`src/rtl/uart_tx_cfg.sv`:
```
// Runtime-configurable UART transmitter: start bit, LSB-first data, optional
// even/odd parity and one or two stop bits, each bit held for Prescale clocks.
module uart_tx_cfg #(
    parameter int DATA_WIDTH     = 8,
    parameter int PRESCALE_WIDTH = 6
) (
    input  logic                      CLK,
    input  logic                      RST,
    input  logic [DATA_WIDTH-1:0]     P_DATA,
    input  logic                      Data_Valid,
    input  logic                      PAR_EN,
    input  logic                      PAR_TYP,
    input  logic                      STOP_SEL,
    input  logic [PRESCALE_WIDTH-1:0] Prescale,
    output logic                      S_DATA,
    output logic                      busy
);
    localparam int IDX_W = (DATA_WIDTH > 1) ? $clog2(DATA_WIDTH) : 1;
    localparam logic [IDX_W-1:0]          LAST_IDX = IDX_W'(DATA_WIDTH - 1);
    localparam logic [IDX_W-1:0]          IDX_ONE  = IDX_W'(1);
    localparam logic [PRESCALE_WIDTH-1:0] PS_ONE   = PRESCALE_WIDTH'(1);

    localparam logic [2:0] IDLE   = 3'd0;
    localparam logic [2:0] START  = 3'd1;
    localparam logic [2:0] DATA   = 3'd2;
    localparam logic [2:0] PARITY = 3'd3;
    localparam logic [2:0] STOP   = 3'd4;

    logic [2:0]                state;
    logic [PRESCALE_WIDTH-1:0] n_lat;
    logic [PRESCALE_WIDTH-1:0] cnt;
    logic [DATA_WIDTH-1:0]     data_lat;
    logic [IDX_W-1:0]          idx;
    logic [IDX_W-1:0]          next_idx;
    logic                      par_en_lat;
    logic                      par_bit;
    logic                      stop_sel_lat;
    logic                      stop_second;
    logic                      bit_end;

    assign bit_end  = (cnt == n_lat - PS_ONE);
    assign next_idx = idx + IDX_ONE;

    // S_DATA is loaded with the value of the bit being entered, so the line
    // only ever changes on the same edge that starts a new bit period.
    always_ff @(posedge CLK or posedge RST) begin
        if (RST) begin
            state        <= IDLE;
            S_DATA       <= 1'b1;
            busy         <= 1'b0;
            cnt          <= '0;
            idx          <= '0;
            n_lat        <= '0;
            data_lat     <= '0;
            par_en_lat   <= 1'b0;
            par_bit      <= 1'b0;
            stop_sel_lat <= 1'b0;
            stop_second  <= 1'b0;
        end else begin
            if (state != IDLE) begin
                cnt <= bit_end ? '0 : cnt + PS_ONE;
            end
            case (state)
                IDLE: begin
                    if (Data_Valid) begin
                        data_lat     <= P_DATA;
                        par_en_lat   <= PAR_EN;
                        par_bit      <= (^P_DATA) ^ PAR_TYP;
                        stop_sel_lat <= STOP_SEL;
                        n_lat        <= (Prescale == '0) ? PS_ONE : Prescale;
                        stop_second  <= 1'b0;
                        cnt          <= '0;
                        state        <= START;
                        S_DATA       <= 1'b0;
                        busy         <= 1'b1;
                    end
                end
                START: begin
                    if (bit_end) begin
                        state  <= DATA;
                        idx    <= '0;
                        S_DATA <= data_lat[0];
                    end
                end
                DATA: begin
                    if (bit_end) begin
                        if (idx == LAST_IDX) begin
                            if (par_en_lat) begin
                                state  <= PARITY;
                                S_DATA <= par_bit;
                            end else begin
                                state       <= STOP;
                                S_DATA      <= 1'b1;
                                stop_second <= 1'b0;
                            end
                        end else begin
                            idx    <= next_idx;
                            S_DATA <= data_lat[next_idx];
                        end
                    end
                end
                PARITY: begin
                    if (bit_end) begin
                        state       <= STOP;
                        S_DATA      <= 1'b1;
                        stop_second <= 1'b0;
                    end
                end
                STOP: begin
                    if (bit_end) begin
                        if (stop_sel_lat && !stop_second) begin
                            stop_second <= 1'b1;
                        end else begin
                            state <= IDLE;
                            busy  <= 1'b0;
                        end
                    end
                end
                default: begin
                    state  <= IDLE;
                    S_DATA <= 1'b1;
                    busy   <= 1'b0;
                    cnt    <= '0;
                end
            endcase
        end
    end
endmodule

```
`config.mk`:
```
export PLATFORM = sky130hd
export DESIGN_NAME = uart_tx_cfg
export DESIGN_NICKNAME = d
export VERILOG_FILES = /design/src/rtl/uart_tx_cfg.sv
export SDC_FILE = /design/constraint.sdc
export NUM_CORES = 1
export LEC_CHECK = 0
export CAP_MARGIN = 10
export CELL_PAD_IN_SITES_DETAIL_PLACEMENT = 1
export CELL_PAD_IN_SITES_GLOBAL_PLACEMENT = 2
export CORE_MARGIN = 2
export CORE_UTILIZATION = 38
export DETAILED_ROUTE_END_ITERATION = 10
export GPL_TIMING_DRIVEN = 0
export PLACE_DENSITY = 0.88
export SETUP_SLACK_MARGIN = 0.4
export SLEW_MARGIN = 25
export SYNTH_ARGS = -nofsm -noshare
export SYNTH_HDL_FRONTEND = slang
export SYNTH_SLANG_ARGS = --single-unit
```
`constraint.sdc`:
```
create_clock -name CLK -period 5.2 [get_ports CLK]
set_clock_uncertainty 0.1 [all_clocks]
set_input_delay 1.04 -clock CLK [delete_from_list [all_inputs] [get_ports CLK]]
set_output_delay 1.04 -clock CLK [all_outputs]
set_load 0.1 [all_outputs]
```
==> key figures <==
Outcome
  • Run status: completed

Synthesis
  • Register area share after synthesis: 0.415
  • Cell count after synthesis: between 200 and 250
  • Yosys Warn Count: 0
  • Number of flip-flops and latches in the synthesized netlist: 32
  • Post-Syn Nets: approximately 230
  • Most common flop cell mapped by yosys: sky130_fd_sc_hd__dfrtp_1
  • Count of unique library cells instantiated by Yosys: between 50 and 60
  • Number of enable-type register cells in the synthesized netlist: 0
  • Proportion of register bits with asynchronous set or reset after synthesis: 1.00
  • Mapped cell area: between 1500 and 2000 sq um
  • Syn Area/Cell: ~9.4 sq um

Clock tree
  • Clock slew seen by the registers of the worst setup and hold paths: roughly 0.060 ns
  • Clock Path Buffers: 2
  • Insertion delay to the later sink of the worst-skew pair: between 0.2 and 0.3 ns
  • Post-CTS resize count: 0
  • Clock Tree Root: sky130_fd_sc_hd__clkbuf_8
  • Number of levels in the clock H-tree: 2
  • Number of buffers added to fix hold violations after cts: 0
  • Post-CTS setup repair buffer count: 0
  • Number of clock sinks: 32
  • Total clock buffers created by CTS: 5
  • CTS tree: built

Finish
  • Share of cells above drive strength 1: 0.111
  • Layout area overhead: 19.9%
  • Post-layout instance area: between 2000 and 2500 sq um
  • Number of diodes: 0
  • Commonest cells after routing, fill and taps aside: sky130_fd_sc_hd__nand2_1 (47), sky130_fd_sc_hd__dfrtp_1 (31), sky130_fd_sc_hd__clkdlybuf4s50_1 (21), sky130_fd_sc_hd__xnor2_1 (14), sky130_fd_sc_hd__inv_1 (10)
  • Nets: around 260
  • Final instance count without filler cells: about 300
  • Util after Layout: 0.481
  • Most common cell after layout, fill and taps aside: sky130_fd_sc_hd__nand2_1

Timing
  • Sum of negative setup slack: 0 ns
  • Final Slew Violations: 0
  • Final-report hold violation count: 0
  • Worst Tran Pin Value: a little under 1 ns
  • Final worst-path cycle share: 0.595
  • Worst path setup slack after routing: 2.11 ns
  • Endpoints failing setup: 0
  • Fin crit period: between 3 and 4 ns
  • Worst hold margin: between 0.3 and 0.4 ns
  • Worst relative slew slack: 0.355
  • Max frequency: between 300 and 400 MHz
  • Unrepaired setup endpoints after global routing: no

Pwr
  • Pwr Total: 1.27 mW
  • Leakage power: around 0.97 nW
  • PwrDens: about 550 nW/um^2
  • Max VDD drop: roughly 260 uV

Min path
  • Instance count along the most critical hold path: 2
  • Class of the tightest hold or removal check: reg2reg

Drt
  • Average wire per cell in the routed design: about 15 microns
  • DR vias: between 1500 and 2000
  • Aggregate routed wire length: 4480 microns
  • Detailed-routing iteration count for the pre-antenna-repair pass: 4
  • Detailed Route Iter0 Violations: 64
  • Via count normalized by instance count: 5.21
  • DRC Markers: 0
  • Remaining antenna violation count after routing: 0

Die
  • Die W: roughly 75 microns
  • Core area: between 4000 and 5000 sq um
  • Total I/O pin count: 22
  • Total Die Area: ~5700 sq um
  • Count of standard-cell rows: 25
  • Initial standard-cell utilization of the core: 0.401
  • Die boundary height: 75.3 microns

Place
  • Final GP Congestion: approximately 0.75
  • Number of placed cells counting well taps: 293
  • Hpwl dp: about 3300 microns
  • Count of buffers from port buffering: 21
  • Dpl cell area: roughly 2200 sq um
  • Pre-CTS setup slack: ~2.4 ns

Global route
  • Total Routing Usage GR: 0.189
  • GRT Residual Overflow: 0
  • Largest net degree at the start of global routing: 33
  • Wire length of the first global-routing pass: just under 8000 microns
  • Vias in the first global route: 1575
  • Antenna violations before repair: 0

Critical path
  • Nature of the critical path startpoint: flip-flop
  • Instance count on the critical path: 1
  • Worst path buffer plus inverter count: 1
  • Max incr delay on CP: 1.13 ns
  • Path type of the worst setup path: reg2out
  • Endpoint type of the worst setup path: primary output
  • Worst path required time: just over 4 ns
  • Max Fanout on Critical Path: 3
  • Signal arrival time at the worst endpoint: approximately 2.0 ns
  • Dominant delay contributor by cell family on the critical path: buffers and inverters
  • Worst r2r path cells: 8
  • Chain of cells forming the critical path: clkdlybuf4s50_1
  • Cell with the biggest individual delay on the critical path: sky130_fd_sc_hd__clkdlybuf4s50_1

Flow run
  • Total of max-cap violations: 0
final timing paths:
kind	start	end	slack [ns]
min	data_lat[1]$_DFFE_PP0P_	data_lat[1]$_DFFE_PP0P_	0.37
max reg2reg	n_lat[0]$_DFFE_PP0P_	idx[0]$_DFFE_PP0P_	3.01
max in group asynchronous	RST	data_lat[6]$_DFFE_PP0P_	3.49
min reg2reg	data_lat[1]$_DFFE_PP0P_	data_lat[1]$_DFFE_PP0P_	0.37
max	S_DATA$_DFFE_PP1P_	S_DATA	2.11
min in group asynchronous	RST	stop_sel_lat$_DFFE_PP0P_	1.07
report_power, final:
part / leakage [nW] / internal [mW] / switching (mW) / total [mW]
clock network: 0.0455 / 0.108 / 0.0897 / 0.198
registers: 0.396 / 0.354 / 0.0938 / 0.448
logic: 0.529 / 0.280 / 0.345 / 0.625
total: 0.970 / 0.742 / 0.528 / 1.27
flip-flops by register name, indices dropped and copies added, names as in the netlist:
signal and cells:
S_DATA 1, stop_sel_lat 1, data_lat 8, idx 3
state 3, n_lat 6, stop_second 1, par_en_lat 1
par_bit 1, cnt 6, busy 1
metal layers:
metal / vias up / share of wire / track usage / wire [microns]
met5: - / 0 / 0 / 0
met4: 0 / 0.021 / 0.0760 / 93
met3: 7 / 0.034 / 0.0415 / 152
met2: 26 / 0.45 / 0.288 / 2030
met1: 763 / 0.49 / 0.261 / 2210
li1: 773 / - / - / -
synth_stat cells (all sizes together), types with 2 or more instances:
master | count | share of area
nand2 | 47 | 0.091
dfrtp | 31 | 0.40
xnor2 | 14 | 0.064
inv | 11 | 0.021
o21ai | 8 | 0.021
nor2 | 7 | 0.014
nand3 | 6 | 0.016
buf | 5 | 0.021
clkbuf | 5 | 0.0097
nand2b | 5 | 0.016
nor3 | 5 | 0.016
xor2 | 5 | 0.023
a21oi | 4 | 0.010
a32o | 4 | 0.021
ha | 4 | 0.026
nor4 | 3 | 0.0097
o211ai | 3 | 0.012
o221ai | 3 | 0.014
a211oi | 2 | 0.013
and3 | 2 | 0.0065
mux4 | 2 | 0.023
nand3b | 2 | 0.0078
nor2b | 2 | 0.0065
o311ai | 2 | 0.013
o31ai | 2 | 0.010
or2 | 2 | 0.0065
layout make-up:
cell class / instances / area [sq um]
Fill cell: 584 / 2500
Multi-Input combinational cell: 151 / 1020
Sequential cell: 32 / 802
Timing Repair Buffer: 21 / 210
Clock buffer: 8 / 90.1
Tap cell: 67 / 83.8
Buffer: 10 / 58.8
Inverter: 12 / 45.0
kinds of logic (layout without fill, tap and decap cells):
| family | after synthesis | count (layout) | synth area share |
|---|---|---|---|
| simple gates | 84 | 84 | 0.209 |
| compound gates | 41 | 41 | 0.181 |
| flops | 32 | 32 | 0.415 |
| buf+inv | 22 | 51 | 0.0538 |
| xor+xnor | 19 | 19 | 0.0862 |
| fa+ha+maj | 4 | 4 | 0.0259 |
| mux | 3 | 3 | 0.0285 |
Note: power is estimated with default switching activity, not from simulation.
